**src/rtl/router_stat_pkg.sv**
```systemverilog
// Shared types for the router traffic monitor: stat categories and snapshot FSM states.
package router_stat_pkg;

  localparam int num_stat_cats_gp = 4;

  // Enum order is the packing order of a snapshot entry, LSB first.
  typedef enum logic [1:0] {IDLE, UTIL, STALL, ARB} stat_cat_e;

  typedef enum logic {S_IDLE, S_DRAIN} snap_state_e;

endpackage

```
**src/rtl/router_stat_counter.sv**
```systemverilog
// Saturating event counter. nxt_o is the post-event value before any clear so a
// capture taken in the same cycle as a clear still sees that cycle's event.
module router_stat_counter #(
  parameter int width_p = 32
) (
  input  logic               clk_i,
  input  logic               reset_i,
  input  logic               en_i,
  input  logic               inc_i,
  input  logic               clr_i,
  output logic [width_p-1:0] nxt_o
);

  logic [width_p-1:0] cnt_q, cnt_d;

  always_comb begin
    nxt_o = cnt_q;
    if (en_i && inc_i && (cnt_q != '1)) nxt_o = cnt_q + 1'b1;
    cnt_d = clr_i ? '0 : nxt_o;
  end

  always_ff @(posedge clk_i or negedge reset_i) begin
    if (!reset_i) cnt_q <= '0;
    else          cnt_q <= cnt_d;
  end

endmodule

```
**src/rtl/router_stat_monitor.sv**
```systemverilog
// Per-output idle/util/stall/arb counters with atomic snapshot drained one direction
// per yumi. Define ROUTER_STAT_MONITOR_PERIODIC_EN to compile in the periodic trigger.
module router_stat_monitor import router_stat_pkg::*; #(
  parameter int dirs_p          = 5,
  parameter int ctr_width_p     = 32,
  parameter int period_p        = 256,
  parameter int seq_width_p     = 16,
  parameter int clear_on_snap_p = 0
) (
  input  logic                                   clk_i,
  input  logic                                   reset_i,
  input  logic [dirs_p-1:0][dirs_p-1:0]          req_i,
  input  logic [dirs_p-1:0][dirs_p-1:0]          yumi_i,
  input  logic                                   enable_i,
  input  logic                                   clear_i,
  input  logic                                   snap_req_i,
  output logic                                   snap_v_o,
  output logic [$clog2(dirs_p)-1:0]              snap_dir_o,
  output logic [seq_width_p-1:0]                 snap_seq_o,
  output logic [num_stat_cats_gp*ctr_width_p-1:0] snap_data_o,
  input  logic                                   snap_yumi_i,
  output logic                                   drop_o
);

  localparam int dir_w_lp  = $clog2(dirs_p);
  localparam int data_w_lp = num_stat_cats_gp*ctr_width_p;

  logic [dirs_p-1:0][num_stat_cats_gp-1:0]                  ev;
  logic [dirs_p-1:0][num_stat_cats_gp-1:0][ctr_width_p-1:0] nxt;
  logic capture, ctr_clr, trig;

  assign ctr_clr = clear_i | (capture && (clear_on_snap_p != 0));

  for (genvar o = 0; o < dirs_p; o++) begin : g_dir
    logic [dirs_p-1:0] r, y;
    assign r = req_i[o];
    assign y = yumi_i[o];
    assign ev[o][IDLE]  = (r == '0);
    assign ev[o][UTIL]  = ((r & y) != '0);
    assign ev[o][STALL] = (r != '0) && (y == '0);
    assign ev[o][ARB]   = ((r & (r - 1'b1)) != '0) && (y != '0);
    for (genvar c = 0; c < num_stat_cats_gp; c++) begin : g_cat
      router_stat_counter #(.width_p(ctr_width_p)) u_ctr (
        .clk_i   (clk_i),
        .reset_i (reset_i),
        .en_i    (enable_i),
        .inc_i   (ev[o][c]),
        .clr_i   (ctr_clr),
        .nxt_o   (nxt[o][c])
      );
    end
  end

`ifdef ROUTER_STAT_MONITOR_PERIODIC_EN
  localparam int tmr_w_lp = $clog2(period_p);
  logic [tmr_w_lp-1:0] tmr_q, tmr_d;
  logic                tmr_hit;

  assign tmr_hit = enable_i && (tmr_q == tmr_w_lp'(period_p-1));
  assign trig    = snap_req_i | tmr_hit;

  always_comb begin
    tmr_d = tmr_q;
    if (clear_i || tmr_hit) tmr_d = '0;
    else if (enable_i)      tmr_d = tmr_q + 1'b1;
  end

  always_ff @(posedge clk_i or negedge reset_i) begin
    if (!reset_i) tmr_q <= '0;
    else          tmr_q <= tmr_d;
  end
`else
  assign trig = snap_req_i;
`endif

  snap_state_e                      state_q, state_d;
  logic [dir_w_lp-1:0]              dir_q, dir_d;
  logic [seq_width_p-1:0]           seq_q, seq_d;
  logic [data_w_lp-1:0]             data_q, data_d;
  logic                             drop_q, drop_d;
  logic [dirs_p-1:0][data_w_lp-1:0] shadow_q;
  logic                             last;

  assign last = (dir_q == dir_w_lp'(dirs_p-1));

  always_comb begin
    state_d = state_q;
    dir_d   = dir_q;
    seq_d   = seq_q;
    data_d  = data_q;
    drop_d  = drop_q & ~clear_i;
    capture = 1'b0;
    case (state_q)
      S_IDLE:  capture = trig;
      S_DRAIN: begin
        if (snap_yumi_i && last) begin
          // A trigger on the final yumi starts the next snapshot back-to-back.
          capture = trig;
          if (!trig) begin
            state_d = S_IDLE;
            dir_d   = '0;
          end
        end else if (snap_yumi_i) begin
          dir_d  = dir_q + 1'b1;
          data_d = shadow_q[dir_d];
        end
        if (trig && !capture) drop_d = 1'b1;
      end
      default: state_d = S_IDLE;
    endcase
    if (capture) begin
      state_d = S_DRAIN;
      dir_d   = '0;
      seq_d   = seq_q + 1'b1;
      data_d  = nxt[0];
    end
  end

  always_ff @(posedge clk_i or negedge reset_i) begin
    if (!reset_i) begin
      state_q  <= S_IDLE;
      dir_q    <= '0;
      seq_q    <= '0;
      data_q   <= '0;
      drop_q   <= 1'b0;
      shadow_q <= '0;
    end else begin
      state_q <= state_d;
      dir_q   <= dir_d;
      seq_q   <= seq_d;
      data_q  <= data_d;
      drop_q  <= drop_d;
      if (capture) shadow_q <= nxt;
    end
  end

  assign snap_v_o    = (state_q == S_DRAIN);
  assign snap_dir_o  = dir_q;
  assign snap_seq_o  = seq_q;
  assign snap_data_o = data_q;
  assign drop_o      = drop_q;

endmodule

```
**config.mk**
```make
export PLATFORM = sky130hd
export DESIGN_NAME = router_stat_monitor
export DESIGN_NICKNAME = d
export VERILOG_FILES = /design/src/rtl/router_stat_pkg.sv /design/src/rtl/router_stat_counter.sv /design/src/rtl/router_stat_monitor.sv
export SDC_FILE = /design/constraint.sdc
export NUM_CORES = 2
export LEC_CHECK = 0
export CORE_MARGIN = 5
export CORE_UTILIZATION = 60
export CTS_CLUSTER_SIZE = 12
export DETAILED_ROUTE_END_ITERATION = 10
export PLACE_DENSITY = 0.78
export SETUP_SLACK_MARGIN = 0.5
export SLEW_MARGIN = 20
export SYNTH_ARGS = -nofsm -noshare
export SYNTH_HDL_FRONTEND = slang
export SYNTH_SLANG_ARGS = --single-unit
```
**constraint.sdc**
```tcl
create_clock -name clk_i -period 3.8 [get_ports clk_i]
set_input_delay 0.57 -clock clk_i [delete_from_list [all_inputs] [get_ports clk_i]]
set_output_delay 0.57 -clock clk_i [all_outputs]
set_load 0.02 [all_outputs]
```
# == Word level (Yosys, flattened, before mapping) ==
# Index checks and enable logic that the tools add are counted.
# op_classes
addsub,27
muxes,60
n_eq_ne,23
order_cmp,1
n_reduce_logical,88
bitwise,13
# op_table
cell,n
two-way mux 32 bit,40
adder 32 x 1 -> 32 bit (second input constant),20
two-way mux 128 bit,5
!= test 32 bit (second input constant),20
binary-select mux 128 bit (select 3 bit),1
nonzero test 5 bit,20
logical AND 1 bit,52
bitwise AND 5 bit,10
logical NOT 5 bit,10
subtractor 5 x 1 -> 5 bit (second input constant),5
adder 16 x 1 -> 16 bit (second input constant),1
two-way mux 3 bit,5
two-way mux 1 bit,8
AND reduction 3 bit,2
less-than comparator 3 x 4 -> 1 bit (second input constant),1
nonzero test 2 bit,2
adder 3 x 1 -> 3 bit (second input constant),1
== test 3 bit (second input constant),1
!= test 3 bit (second input constant),1
nonzero test 3 bit,1
!= test 2 bit (second input constant),1
inverter 1 bit,2
one-hot mux 1 bit (2 select lines),1
bitwise AND 1 bit,1
logical NOT 1 bit,1
# word_totals
input_bits,56
ff_bits,1429

# == Longest topological paths before layout ==
# logic_depth
word_depth,8
depth_mapped,11
depth_no_buf,8

# == Modules after synthesis ==
# Synthesis repeated with hierarchy kept, for this count alone.
# unflattened
hier_cells,7075
hier_area_um2,76209.3
# by_module_without_submodules
mod,area_each_um2,n_inst,cells_per_inst
router_stat_counter,2089.5,20,229
router_stat_monitor,34419.3,1,2495

# == Worst setup path before layout ==
# No wires, ideal clock.
# synth_path
path_type,reg2reg
start,register dir_q[0] (netlist: snap_dir_o[0])
end,register data_q[0] (netlist: snap_data_o[0])
stages_incl_launch_ff,11
setup_time_ps,90
slack_ps,1106
path_buffers,3
t_arrival_ps,2604
synth_period_minus_slack_ps,2694
cell_sequence,dfrtp_1 > clkbuf_1 > inv_1 > ha_1 > nand3_1 > nand2_1 > a221oi_1 > clkbuf_1 > buf_1 > a21oi_1 > o221ai_1
# synth_between
elab_chain_cells,7
elab_cells_between_ends,16
classes_between,add/sub: 1; eq/ne: 2; mux: 9; reduce/logical: 4
# synth_rtl
element,line,text
from (decl),router_stat_monitor.sv:77,"logic [dir_w_lp-1:0] dir_q, dir_d;"
from (signal assigned),router_stat_monitor.sv:129,dir_q <= dir_d;
adder 3 x 1 -> 3 bit / == test 3 bit (equally long branches),"router_stat_monitor.sv:104, router_stat_monitor.sv:84",
binary-select mux 128 bit (select 3 bit) / logical AND 1 bit (equally long branches),"router_stat_monitor.sv:105, router_stat_monitor.sv:96",
two-way mux 128 bit (not written as such) / two-way mux 1 bit (equally long branches),"router_stat_monitor.sv:105, router_stat_monitor.sv:96",
two-way mux 128 bit / two-way mux 1 bit (equally long branches),"router_stat_monitor.sv:103, router_stat_monitor.sv:93",
two-way mux 128 bit / one-hot mux 1 bit (2 select lines) (equally long branches),"router_stat_monitor.sv:96, router_stat_monitor.sv:93",
"two-way mux 128 bit, or another cell as far along",router_stat_monitor.sv:93,case (state_q)
two-way mux 128 bit / AND reduction 3 bit (equally long branches),--,
to (signal assigned),router_stat_monitor.sv:131,data_q <= data_d;
to (decl),router_stat_monitor.sv:79,"logic [data_w_lp-1:0] data_q, data_d;"
# Several ways; a longest one is shown, not always the timed one. The select of a mux whose other input is x is not followed.
# A chain may end at the register's enable or synchronous reset.

# == Final worst setup path ==
# layout_path
start,register g_dir[0].g_cat[1].u_ctr.cnt_q[0]
end,register data_q[35] (netlist: snap_data_o[35])
# layout_between
elab_chain_cells,4
elab_cells_between_ends,5
classes_between,add/sub: 1; eq/ne: 1; mux: 2; reduce/logical: 1
# layout_rtl
element,line,text
from (decl),router_stat_counter.sv:14,"logic [width_p-1:0] cnt_q, cnt_d;"
from (signal assigned),router_stat_counter.sv:24,else cnt_q <= cnt_d;
branches (longest 2 deep; another with adder 32 x 1 -> 32 bit),--,
two-way mux 32 bit (*),router_stat_counter.sv:18,if (en_i && inc_i && (cnt_q != '1)) nxt_o = cnt_q + 1'b1;
two-way mux 128 bit (*),router_stat_monitor.sv:111,if (capture) begin
# Every way passes the cells marked *.

==> metrics.md <==
| Metric | Value |
|---|---|
| Slew Viols, Final | `0` |
| Layout Area Growth over Synthesis | `13.0%` |
| Setup TNS | `0 ns` |
| RSZ-0062 raised after global routing | `yes` |
| Max VDD drop | `0.683 mV` |
| Final Critical Period | `3.21 ns` |
| Num ports | `205` |
| Crit path cell chain | `ha_1 > nand4_1 > or4_1 > or4_4 > and4_1 > mux2i_1 > a21oi_1` |
| Hold wc startpoint | `clear_i` |
| CTS Sinks | `1429` |
| Final setup violating endpoints | `0` |
| Initial core utilization | `0.603` |
| Final hold violation count | `0` |
| First-pass GRT wire length | `300000 um` |
| Worst Path Required | `4.41 ns` |
| Syn_nets | `6917` |
| Fin area | `76400 um2` |
| R2r setup slk | `0.59 ns` |
| Final period util | `0.846` |
| Reg2reg start | `g_dir[0].g_cat[1].u_ctr.cnt_q[0]$_DFF_PN0_` |
| Status | `completed` |
| Die Y | `346 um` |
| Placed instance area | `71800 um2` |
| Delay-heaviest family, CP | `simple AND/OR/NAND/NOR gates` |
| Most used flip-flop cell after synthesis | `dfrtp_1` |
| CORE AREA | `112000 um2` |
| Via count | `53766` |
| Pwr/cell area | `508 nW/um2` |
| Gpl congestion | `0.955` |
| Hold-critical path endpoint | `g_dir[0].g_cat[2].u_ctr.cnt_q[6]$_DFF_PN0_` |
| Chip width | `346 um` |
| Max H-tree Level | `4` |
| Nets@finish | `7049` |
| Post-Syn Area | `67600 um2` |
| Drt drc | `0` |
| FF-to-FF path depth | `7` |
| Total global-route track usage | `0.314` |
| Most frequent cells in the layout | `dfrtp_1 (1428), nand2_1 (957), nor2_1 (905)` |
| Root Driver | `clkbuf_16` |
| Num rows | `123` |
| Hold path depth | `2` |
| WP buf/inv | `0` |
| DP HPWL | `132000 um` |
| Initial DRC count | `5715` |
| Synth Warn # | `0` |
| HP Class | `in2reg` |
| Final WS setup | `0.587 ns` |
| Routed WL | `189000 um` |
| Gate Count Post-Synth | `6838` |
| Max_slew headroom | `0.191` |
| Fmax | `311 MHz` |
| Initial antenna violation count | `4` |
| Post-synth ARST share | `1.00` |
| Crit-path slowest cell | `or4_1` |
| Number of global-route vias before repair | `53030` |
| Most common cell after layout, fill and taps aside | `dfrtp_1` |
| TritonCTS clock tree | `yes` |
| Drt via density | `6.28` |
| Syn avg cell area | `9.89 um2` |
| Die Footprint | `120000 um2` |
| Clock insertion delay at the later pin of the skew report | `0.74 ns` |
| Number of flops mapped to enable cells by yosys | `0` |
| Iteration count of the initial detailed-routing pass | `6` |
| Worst Skew | `0.0196 ns` |
| Synth unique cells | `97` |
| Post-CTS Setup Inserts | `0` |
| WP data arrival | `3.82 ns` |
| Max cap viols | `0` |
| Biggest fanout along the worst timing path | `8` |
| Wire per inst | `22.1 um` |
| Worst slack, placed | `-0.165 ns` |
| CTS Buf Count | `149` |
| Critical path capture point type | `flip-flop` |
| Worst Tran Pin Value | `1.21 ns` |
| Ratio of cells with drive above 1 in the final layout | `0.0814` |
| CP Class | `reg2reg` |
| Post-route ant nets | `0` |
| Clock-pin slew on the worst setup and hold paths | `0.06 ns` |
| PortBufs | `204` |
| Leakage Power | `31.7 nW` |
| Reg-to-reg critical path endpoint | `snap_data_o[35]$_DFFE_PN0P_` |
| Startpoint class of the critical path | `flip-flop` |
| Clock Path Buffers | `3` |
| Sequential cell area fraction in the yosys report | `0.529` |
| Global route total overflow | `0` |
| Synthesis-stage register bit count | `1429` |
| Critical path's largest stage delay | `0.81 ns` |
| Pin count of the biggest net entering global routing | `270` |
[final cells by class]
type | instances | area, um2
antenna | 2 | 5.00
clock buffer | 223 | 4400
clock inverter | 22 | 174
fill | 8347 | 35700
inverter | 63 | 236
multi-input combinational | 4957 | 30200
sequential | 1429 | 35800
tap | 1500 | 1880
timing repair buffer | 370 | 3750
[sequential cells by signal, summed over array words and instances, names as in the netlist]
| name | cells |
|---|---|
| shadow_q | 640 |
| snap_seq_o | 16 |
| g_dir.g_cat.u_ctr.cnt_q | 640 |
| snap_dir_o | 3 |
| drop_o | 1 |
| snap_v_o | 1 |
| snap_data_o | 128 |
[how the worst max path moves through the flow]
stage                                                     from                            to  cells after the start
detailed placement                                    req_i[1]  snap_data_o[103]$_DFFE_PN0P_                      8
global route                         snap_dir_o[0]$_DFFE_PN0P_     shadow_q[391]$_DFFE_PN0P_                      8
floorplan                            snap_dir_o[0]$_DFFE_PN0P_    snap_data_o[0]$_DFFE_PN0P_                     10
finish              g_dir[0].g_cat[1].u_ctr.cnt_q[0]$_DFF_PN0_   snap_data_o[35]$_DFFE_PN0P_                      7
global placement                                      req_i[0]  snap_data_o[119]$_DFFE_PN0P_                      7
CTS                                                   req_i[1]  snap_data_o[103]$_DFFE_PN0P_                      8
[cell families (layout without fill, tap and decap cells)]
logic type / after synthesis / in the layout / synth area share
flops: 1429 / 1429 / 0.529
simple gates: 3116 / 3116 / 0.218
buf+inv: 452 / 678 / 0.0256
other cells: 0 / 2 / 0
xor+xnor: 607 / 607 / 0.0787
fa+ha+maj: 26 / 26 / 0.00470
compound gates: 1010 / 1010 / 0.0909
mux: 198 / 198 / 0.0530
[cells in the mapped netlist (all sizes together) (105+ instances only)]
cell | instances | area [um2]
mux4 | 128 | 2880
dfrtp | 1429 | 35800
nand2 | 958 | 3600
nor4 | 144 | 960
clkbuf | 344 | 1290
and3 | 105 | 657
nor3 | 214 | 1080
nand3 | 273 | 1370
xnor2 | 419 | 3680
o21ai | 629 | 3150
nor2 | 905 | 3400
xor2 | 188 | 1650
nand4 | 202 | 1280
[per-layer routing]
metal / vias to the layer above / part of all wire / global-route usage / routed length, um
met5: - / 0.00013 / 0 / 25
met2: 2293 / 0.46 / 0.490 / 87200
li1: 24313 / - / - / -
met1: 26748 / 0.41 / 0.432 / 77500
met4: 4 / 0.038 / 0.118 / 7250
met3: 408 / 0.091 / 0.0755 / 17200
[timing repair]
item                                   in CTS  in global routing
hold buffers                                1                  0
pin swaps                                   0                  0
endpoints found under the hold margin      86                  0
setup endpoints to repair                   1                 64
resized for setup                           1                  4
[power by group]
part / internal, mW / switching [mW]
Combinational: 2.90 / 4.78
Clock: 8.07 / 5.87
Sequential: 16.2 / 1.01
Total: 27.2 / 11.7
[per-stage QoR]
step | power, mW | instances | hold slack, ns | utilization
global placement | 24.9 | 8317 | 0.455 | 0.640
detailed placement | 25.1 | 8317 | 0.459 | 0.640
finish | 38.9 | 8566 | 0.292 | 0.681
global route | 40.3 | 8564 | 0.286 | 0.681
floorplan | 21.5 | 6838 | 0.274 | -
CTS | 39.0 | 8563 | 0.253 | 0.681
No activity file was read; power rests on OpenSTA's default activity.
